**config.mk**
```make
export PLATFORM = sky130hd
export DESIGN_NAME = fft_iter_addr_gen
export DESIGN_NICKNAME = d
export VERILOG_FILES = /design/src/rtl/fft_iter_addr_gen.sv
export SDC_FILE = /design/constraint.sdc
export NUM_CORES = 1
export LEC_CHECK = 0
export CAP_MARGIN = 5
export CORE_MARGIN = 1.5
export CORE_UTILIZATION = 38
export DETAILED_ROUTE_END_ITERATION = 10
export PLACE_DENSITY_LB_ADDON = 0.15
export SYNTH_ARGS = -nofsm -noshare
export SYNTH_HDL_FRONTEND = slang
export SYNTH_SLANG_ARGS = --single-unit
```
**constraint.sdc**
```tcl
create_clock -name CLK -period 2.7 [get_ports CLK]
set_input_delay 0.54 -clock CLK [delete_from_list [all_inputs] [get_ports CLK]]
set_output_delay 0.54 -clock CLK [all_outputs]
set_load 0.1 [all_outputs]
```
**src/rtl/fft_iter_addr_gen.sv**
```systemverilog
// Address generator for the iterative radix-2 DIT FFT: walks butterflies of each layer
// and decodes data-RAM read/write addresses and the twiddle-ROM index from two counters.
module fft_iter_addr_gen #(
  parameter int LAYERS      = 5,
  parameter int BUTTERFLYES = 16,
  parameter int LayWL       = 3,
  parameter int ButtWL      = 4
) (
  input  logic              CLK,
  input  logic              RST,
  input  logic              EN,
  input  logic              START,
  input  logic              ADDR_EN,
  input  logic              FIRST,
  output logic [LAYERS-1:0] RD_ADDR_A,
  output logic [LAYERS-1:0] RD_ADDR_B,
  output logic [LAYERS-1:0] WR_ADDR_A,
  output logic [LAYERS-1:0] WR_ADDR_B,
  output logic [ButtWL-1:0] TW_ADDR,
  output logic              BUSY,
  output logic              DONE
);

  typedef enum logic {IDLE, RUN} state_t;

  state_t            state_q;
  logic [ButtWL-1:0] butt_cnt_q;
  logic [LayWL-1:0]  lay_cnt_q;
  logic              done_q;

  logic last_butt, last_lay;
  assign last_butt = (butt_cnt_q == ButtWL'(BUTTERFLYES - 1));
  assign last_lay  = (lay_cnt_q == LayWL'(LAYERS - 1));

  always_ff @(posedge CLK) begin
    if (RST) begin
      state_q    <= IDLE;
      butt_cnt_q <= '0;
      lay_cnt_q  <= '0;
      done_q     <= 1'b0;
    end else if (EN) begin
      done_q <= 1'b0;
      case (state_q)
        IDLE: begin
          if (START) begin
            state_q    <= RUN;
            butt_cnt_q <= '0;
            lay_cnt_q  <= '0;
          end
        end
        RUN: begin
          // START has priority: a restart discards a coincident ADDR_EN
          if (START) begin
            butt_cnt_q <= '0;
            lay_cnt_q  <= '0;
          end else if (ADDR_EN) begin
            if (last_butt) begin
              butt_cnt_q <= '0;
              if (last_lay) begin
                lay_cnt_q <= '0;
                state_q   <= IDLE;
                done_q    <= 1'b1;
              end else begin
                lay_cnt_q <= lay_cnt_q + LayWL'(1);
              end
            end else begin
              butt_cnt_q <= butt_cnt_q + ButtWL'(1);
            end
          end
        end
        default: state_q <= IDLE;
      endcase
    end
  end

  assign BUSY = (state_q == RUN);
  assign DONE = done_q;

  logic [LAYERS-1:0] b_ext, h, mask, low, addr_a, addr_b, rev_a, rev_b;
  logic [LayWL-1:0]  tw_sh;

  assign b_ext = LAYERS'(butt_cnt_q);
  assign h     = LAYERS'(1) << lay_cnt_q;
  assign mask  = h - LAYERS'(1);
  assign low   = b_ext & mask;
  // Insert a zero at bit position s: group index moves up one bit, in-group offset stays
  assign addr_a = (((b_ext >> lay_cnt_q) << 1) << lay_cnt_q) | low;
  assign addr_b = addr_a | h;
  assign tw_sh  = LayWL'(LAYERS - 1) - lay_cnt_q;
  assign TW_ADDR = ButtWL'(low << tw_sh);

  always_comb begin
    rev_a = '0;
    rev_b = '0;
    for (int unsigned i = 0; i < LAYERS; i++) begin
      rev_a[i] = addr_a[LAYERS-1-i];
      rev_b[i] = addr_b[LAYERS-1-i];
    end
  end

  assign WR_ADDR_A = addr_a;
  assign WR_ADDR_B = addr_b;
  assign RD_ADDR_A = FIRST ? rev_a : addr_a;
  assign RD_ADDR_B = FIRST ? rev_b : addr_b;

endmodule

```
==> Word-level counts from Yosys, hierarchy flattened <==
Cells that the tools add are included.
{ "word_totals": {"word_cells": 47, "inputBits": 6, "output_inout_bits": 26, "register_bits": 9} }
{ "classes": {"n_mux": 24, "shifts": 4, "n_eq_ne": 5, "bitwise_logic": 4, "addsub": 4, "reduce_logical": 2} }
{ "ops": {"columns": ["op", "count"], "rows": [
  ["2-to-1 mux 4 bit", 4],
  ["2-to-1 mux 3 bit", 5],
  ["2-to-1 mux 1 bit", 10],
  ["2-to-1 mux 5 bit", 2],
  ["OR 5 bit", 2],
  ["case mux 4 bit (2 select lines)", 1],
  ["case mux 3 bit (2 select lines)", 1],
  ["bitwise AND 4 x 5 -> 5 bit", 1],
  ["<< shifter 1 x 3 -> 5 bit (first input constant)", 1],
  ["<< shifter 5 x 3 -> 4 bit", 1],
  ["<< shifter 5 x 3 -> 5 bit", 1],
  ["subtractor 5 x 1 -> 5 bit (second input constant)", 1],
  ["adder 4 x 1 -> 4 bit (second input constant)", 1],
  ["== test 4 bit (second input constant)", 1],
  ["AND reduction 4 bit", 1],
  [">> shifter 4 x 3 -> 4 bit", 1],
  ["adder 3 x 1 -> 3 bit (second input constant)", 1],
  ["== test 3 bit (second input constant)", 1],
  ["inequality test 3 x 2 -> 1 bit (second input constant)", 1],
  ["inequality test 3 bit (second input constant)", 1],
  ["AND reduction 3 bit", 1],
  ["subtractor 3 bit (first input constant)", 1],
  ["inequality test 2 bit (second input constant)", 1],
  ["case mux 1 bit (2 select lines)", 1],
  ["inverter 1 bit", 1]
]} }

==> Longest topological paths before layout <==
Gate-level depths: netlist (run 1).
{ "depth": {"depth_word": 6, "ltp_mapped": 10, "ltp_nobuf": 7} }

==> Worst setup path after synthesis (run 1) <==
OpenSTA, ideal clock, no wires.
{ "synth_path": {"path_kind": "reg-to-output", "start": "register lay_cnt_q[0]", "end": "output port TW_ADDR[3]", "t_required_ps": 2160, "t_arrival_ps": 4659, "setup_slack_ps": -2499, "n_path_buf": 2, "path_stages_with_launch": 10, "path_cell_list": "dfxtp_1 clkbuf_1 inv_1 ha_1 ha_1 clkbuf_1 nand2b_1 inv_1 mux2i_1 a221oi_1"} }
{ "synth_between": {"elab_chain_cells": 4, "word_cells_on_any_way": 5, "cone_classes": "2 x add/sub; 2 x shift; 1 x bitwise"} }
{ "synth_lines": {"columns": ["element", "line_no", "text"], "rows": [
  ["from (decl)", "28", "logic [LayWL-1:0] lay_cnt_q;"],
  ["from (signal assigned)", "64", "lay_cnt_q <= lay_cnt_q + LayWL'(1);"],
  ["<< shifter 1 x 3 -> 5 bit", "83", "assign h = LAYERS'(1) << lay_cnt_q;"],
  ["subtractor 5 x 1 -> 5 bit", "84", "assign mask = h - LAYERS'(1);"],
  ["bitwise AND 4 x 5 -> 5 bit", "85", "assign low = b_ext & mask;"],
  ["<< shifter 5 x 3 -> 4 bit (*)", "90", "assign TW_ADDR = ButtWL'(low << tw_sh);"],
  ["to (decl)", "19", "output logic [ButtWL-1:0] TW_ADDR,"]
]} }
Every way passes the cells marked *; elsewhere a longest branch is shown, timed or not.

==> Worst setup path after layout (run 1) <==
{ "layout_path": {"start": "register lay_cnt_q[0]", "end": "output port RD_ADDR_A[3]"} }
{ "layout_between": {"elab_chain_cells": 5, "word_cells_on_any_way": 7, "cone_classes": "1 x add/sub; 3 x shift; 1 x mux; 2 x bitwise"} }
{ "layout_lines": {"columns": ["element", "line_no", "text"], "rows": [
  ["<< shifter 1 x 3 -> 5 bit", "83", null],
  ["subtractor 5 x 1 -> 5 bit", "84", null],
  ["bitwise AND 4 x 5 -> 5 bit", "85", null],
  ["OR 5 bit (*)", "87", "assign addr_a = (((b_ext >> lay_cnt_q) << 1) << lay_cnt_q) | low;"],
  ["2-to-1 mux 5 bit (*)", "103", "assign RD_ADDR_A = FIRST ? rev_a : addr_a;"],
  ["to (decl)", "15", "output logic [LAYERS-1:0] RD_ADDR_A,"]
]} }
Marks and branches as above.

==> results of run 1 <==
## logic make-up after synthesis
logic type	Yosys count	share of synthesized area
AOI/OAI and AO/OA	26	0.1951
adders and majority gates	8	0.1091
buffers and inverters	17	0.07775
DFF	9	0.1964
muxes	10	0.1160
and+or+nand+nor	49	0.3056
## final cells by class
cell class	count	area share
Clock buffer	4	0.01497
Tap cell	28	0.01996
Sequential cell	9	0.1048
Timing Repair Buffer	41	0.3321
Inverter	11	0.03065
Multi-Input combinational cell	93	0.4975
## metal layers
metal	global-route usage	share of wire
met1	0.2784	0.42
met2	0.3987	0.49
met3	0.05460	0.062
met4	0.1009	0.020
met5	0	0
## Yosys cell counts, types with 2 or more instances
library cell / instances / area (um^2)
nand2_1: 10 / 37.54
ha_1: 8 / 100.1
or4_1: 3 / 22.52
nor2_1: 8 / 30.03
o21ai_0: 5 / 25.02
mux2_2: 5 / 56.30
nor3_1: 2 / 10.01
a21oi_1: 10 / 50.05
clkbuf_1: 3 / 11.26
nor2b_1: 4 / 25.02
nand3_1: 3 / 15.01
inv_1: 11 / 41.29
nand2b_1: 3 / 18.77
or2_2: 2 / 12.51
nor3b_1: 3 / 22.52
mux2i_1: 5 / 50.05
buf_4: 2 / 15.01
dfxtp_1: 9 / 180.2
and3_2: 3 / 22.52
nand4_1: 2 / 12.51
## where the power goes
part           total (uW)  switching [uW]  internal [uW]  leakage [uW]
logic                90.3            56.5           33.7      0.000567
registers             136            2.45            133     0.0000735
clock network         109            52.2           57.3     0.0000150
## repair_timing
action                                  4_1_cts  5_1_grt
resized for setup                            10        7
hold buffers                                  0        0
pin swaps                                     2        4
endpoints found under the setup margin        6        6
buffers inserted                              4        1
## path summary, 6_finish.rpt
check	to	slack, ns	depth (start not counted)
max reg2reg	lay_cnt_q[2]	0.85	5
min	DONE	0.57	2
max	RD_ADDR_A[3]	0.02	9
min reg2reg	DONE	0.57	2
## sequential cells by signal (all words and copies together) (netlist names)
| signal | cells |
|---|---|
| lay_cnt_q | 3 |
| DONE | 1 |
| BUSY | 1 |
| butt_cnt_q | 4 |
## worst max-delay path: cells and delay by family, from the launching register on
| kind | cells | cell delay (ns) |
|---|---|---|
| DFF | 1 | 0.40 |
| buffers and inverters | 4 | 0.59 |
| AOI/OAI and AO/OA | 1 | 0.23 |
| adders and majority gates | 1 | 0.21 |
| muxes | 1 | 0.17 |
| and+or+nand+nor | 2 | 0.26 |
## through the flow
step | cell area [um^2] | utilization
2_1_floorplan | 1082 | -
3_3_place_gp | 1620 | 0.7186
3_5_place_dp | 1620 | 0.7186
4_1_cts | 1719 | 0.7625
5_1_grt | 1755 | 0.7786
6_report | 1755 | 0.7786
==> run metrics, run 1 <==
die height 52.13 um; CTS H-tree lvls 1; dpl hpwl 2205 um; final slew viol count 0; Main synth FF type dfxtp_1; P per Cell Area 191.1 nW/um^2; TritonCTS clock tree yes; ys async rst share 0; Max VDD drop 0.0002831 V; vias 1075; first-pass GRT wire length 4678 um; Final WS setup 0.01731 ns; Die W 52.13 um; Rel. slew slack 0.6753; Mapped Area 917.1 um^2; total of max-cap violations 0; diode count 0; Clock transition at path regs 0.06 ns; Pleak 0.0006553 uW; DRT Pass-1 Iters 4; crit path max-delay cell type dfxtp_4; clock latency on the worst-skew pair 0.28 ns; Mapped Cells 119; Hold WC Path Type register to register; DRT Wirelength 2912 um; area of the multi-input gates 873.3 um^2; DRC 0; Mean Syn Cell Area 7.707 um^2; CTS root buf clkbuf_4; Tcrit/Tclk final 0.9936; most common cell after layout, fill and taps aside buf_12; Final Non-Filler Cells 186; Port Buffer Count 31; crit start category register; status finished clean; IO Pins 32; total placed cells including tap cells 178; total die area 2717 um^2; DR iter-0 viols 29; slowest stage delay, CP 0.40 ns; fin nets 173; Distinct cells, synth 38; FF/Latch Area 183.9 um^2; TNS Setup 0 ns; cts bufs inserted 3; CP Capture Type output pin; unrepaired setup endpoints after global routing true; FF+latch count, synth 9; worst-path fanout max 5; Worst-Margin Slew 0.4842 ns; fill count 152; post-synthesis sequential area ratio 0.1965; Final setup viols 0; maximum buffer depth of the clock tree 2; WS Path Type register to output pin; ANT nets after route 0; minimum clock period 2.683 ns; via density per instance 5.780; initial antenna violation count 0; worst clock skew 0.007629 ns; number of enable flip-flop cells after synthesis 0; WL/cell 15.66 um; Hold Path Origin BUSY; worst path arrival time 2.14 ns; num rows 17; Routability Congestion 0.7688; beginning of the worst register-to-register path butt_cnt_q[1]; Area growth syn-to-layout 91.40%; most used cell, CP buf_4; Starting Density 0.4068; CP required 2.16 ns; vias in the first global route 1007; Clock Sinks 9; pre-CTS WS 0.07727 ns; global route total overflow 0; Syn Nets 133; largest net degree at the start of global routing 11; Min Hold Slack 0.5716 ns; final hold vios 0; critical path launch point lay_cnt_q[0]; fraction of layout instances using a drive strength above 1 0.5253; Tot GR Track Use 0.2343; most frequent cells in the layout 21 x buf_12, 15 x buf_4, 9 x nand2_1, 9 x a21oi_1, 8 x dfxtp_1; max frequency 372.8 MHz; final total power 335.5 uW; Placeable Area 2255 um^2; CP cell instances inv_6, ha_2, o21ba_4, nor4b_4, buf_4, nor4_4, buf_4, mux2i_4, buf_12; Syn. warnings 0
Power figures use the tool's default switching activity.
==> run 2: changes to the inputs <==
--- a/config.mk
+++ b/config.mk
@@ -5,7 +5,6 @@
 export SDC_FILE = /design/constraint.sdc
 export NUM_CORES = 1
 export LEC_CHECK = 0
-export CAP_MARGIN = 5
 export CORE_MARGIN = 1.5
 export CORE_UTILIZATION = 38
 export DETAILED_ROUTE_END_ITERATION = 10
==> results of run 2 <==
The final DEF is identical to that of run 1; final timing and power are the same.
==> run 3: changes to the inputs <==
--- a/config.mk
+++ b/config.mk
@@ -8,6 +8,7 @@
 export CORE_MARGIN = 1.5
 export CORE_UTILIZATION = 38
 export DETAILED_ROUTE_END_ITERATION = 10
+export GPL_TIMING_DRIVEN = 0
 export PLACE_DENSITY_LB_ADDON = 0.15
 export SYNTH_ARGS = -nofsm -noshare
 export SYNTH_HDL_FRONTEND = slang
==> run 3 against run 2 <==
Against the previous run:
- largest cell class unchanged
- maximum frequency down 0.32%
- clock skew down 0.0025 ns
- critical endpoint is now TW_ADDR[3]
- non-clock buffer count grew 3
- power is 4.5% lower
==> run metrics, run 3 (synthesis gave the netlist of run 1 again) <==
DRT Wirelength 2686 um; Comb pwr share 0.247; FF-to-FF path depth 5; global route total overflow 0; ANT nets after route 0; WS Path Type register to output pin; DP Area 1408 um^2; IO Pins 32; Starting Density 0.4068; busiest grt layer met2; max frequency 371.6 MHz; largest net degree at the start of global routing 11; dpl hpwl 1983 um; Tot GR Track Use 0.2097; CTS H-tree lvls 1; GR Layer Usage met2 0.3861; worst clock skew 0.005099 ns; Layout Utilization 0.7264; crit start category register; reg2reg end lay_cnt_q[2]; CTS root buf clkbuf_4; total die area 2717 um^2; CP required 2.16 ns; switching power 106.8 uW; Routability Congestion 0.8192; DR iter-0 viols 12; die height 52.13 um; Max VDD drop 0.0003162 V; largest reg by FF count butt_cnt_q; final hold vios 0; worst-path fanout max 9; beginning of the worst register-to-register path butt_cnt_q[1]; fraction of layout instances using a drive strength above 1 0.5342; Min Hold Slack 0.5335 ns; max reg flops 4; Clock transition at path regs 0.06 ns; Hold WC Path Type register to register; Min-Delay Endpoint lay_cnt_q[1]; Clock Sinks 9; minimum clock period 2.691 ns; cts hold-fix bufs 0; final slew viol count 0; cts bufs inserted 3; final total power 320.4 uW; most frequent cells in the layout 18 x buf_4, 9 x a21oi_1, 8 x nand2_1; worst path arrival time 2.15 ns; Die W 52.13 um; P per Cell Area 195.6 nW/um^2; vias 1050; via density per instance 5.556; unrepaired setup endpoints after global routing true; most common cell after layout, fill and taps aside buf_4; total of max-cap violations 0; Largest regs butt_cnt_q x4, lay_cnt_q x3; diode count 0; vias in the first global route 941; fill count 156; WL/cell 14.21 um; Worst-Margin Slew 0.9625 ns; DRC 0; DRT Pass-1 Iters 4; grt met1 use 0.2433; CP Capture Type output pin; Rel. slew slack 0.3563; clock latency on the worst-skew pair 0.27 ns; TNS Setup 0 ns; P_int 213.6 uW; switching share of power 0.3334; Area growth syn-to-layout 78.58%; met3 Use GR 0.03448; R2R setup slack 0.88 ns; Hold Path Origin lay_cnt_q[1]; initial antenna violation count 0; Placeable Area 2255 um^2; Sequential Power Share 0.419; maximum buffer depth of the clock tree 2; Hold Path Cell Cnt 2; clock share of power 0.333; fin nets 176; Pleak 0.0006212 uW; status finished clean; Port Buffer Count 29; Tcrit/Tclk final 0.9967; first-pass GRT wire length 4229 um; fin area 1638 um^2; TritonCTS clock tree yes; Final setup viols 0; num rows 17
[run 3: cell count changes in the layout (fill, tap and decap cells not counted), moves of 3 or more]
cell	delta
clkdlybuf4s15_2	+7
buf_12	-18
buf_4	+3
buf_2	+3
[run 3: worst max-delay path: stages, from the launching register on]
cell	delay [ns]
dfxtp_2	0.34
clkbuf_16	0.14
inv_8	0.04
ha_4	0.16
ha_4	0.19
nand2b_4	0.16
mux2i_4	0.20
mux2i_4	0.12
a221oi_4	0.33
buf_12	0.21
[run 3: routing by layer]
layer  wire, um  share of wire
met5          0              0
met3        141          0.052
met1       1116           0.42
met2       1412           0.53
met4         14         0.0052
[run 3: repair_timing]
| action | in CTS | in global routing |
|---|---|---|
| pin swaps | 3 | 6 |
| gates cloned | 0 | 0 |
| gates resized for setup | 139 | 16 |
| setup buffers | 6 | 4 |
| endpoints found under the hold margin | 0 | 0 |
| setup endpoints to repair | 24 | 13 |
[run 3: power groups by stage]
stage                     clock [uW]  sequential [uW]  combinational (uW)
after floorplan                    0              146                51.0
after global placement             0              139                76.0
after detailed placement           0              139                77.4
after CTS                        108              135                77.9
after global routing             117              135                82.7
final                            107              134                79.2
[run 3: worst max-delay path by stage]
stage,endpoint,cells after the start,slack (ns),start
2_1_floorplan,TW_ADDR[2],9,-0.64,lay_cnt_q[0]
6_report,TW_ADDR[3],9,0.009,lay_cnt_q[0]
3_5_place_dp,TW_ADDR[3],8,-0.97,lay_cnt_q[2]
4_1_cts,TW_ADDR[3],7,-0.01,lay_cnt_q[1]
5_1_grt,TW_ADDR[3],7,-0.08,lay_cnt_q[2]
3_3_place_gp,TW_ADDR[3],8,-0.94,lay_cnt_q[2]
[run 3: metrics by stage]
stage / setup slack (ns) / std cells
floorplan: -0.6419 / 119
global placement: -0.9417 / 176
detailed placement: -0.9737 / 176
CTS: -0.01082 / 185
global route: -0.08213 / 189
finish: 0.008792 / 189
[run 3: area by class of cell]
class | count | area (um^2) | area share
multi-input cells | 93 | 902.1 | 0.5508
repair buffers | 39 | 377.9 | 0.2307
clock buffers | 4 | 26.28 | 0.01604
inverters | 11 | 60.06 | 0.03667
plain buffers | 5 | 47.55 | 0.02903
well taps | 28 | 35.03 | 0.02139
flip-flops and latches | 9 | 188.9 | 0.1154
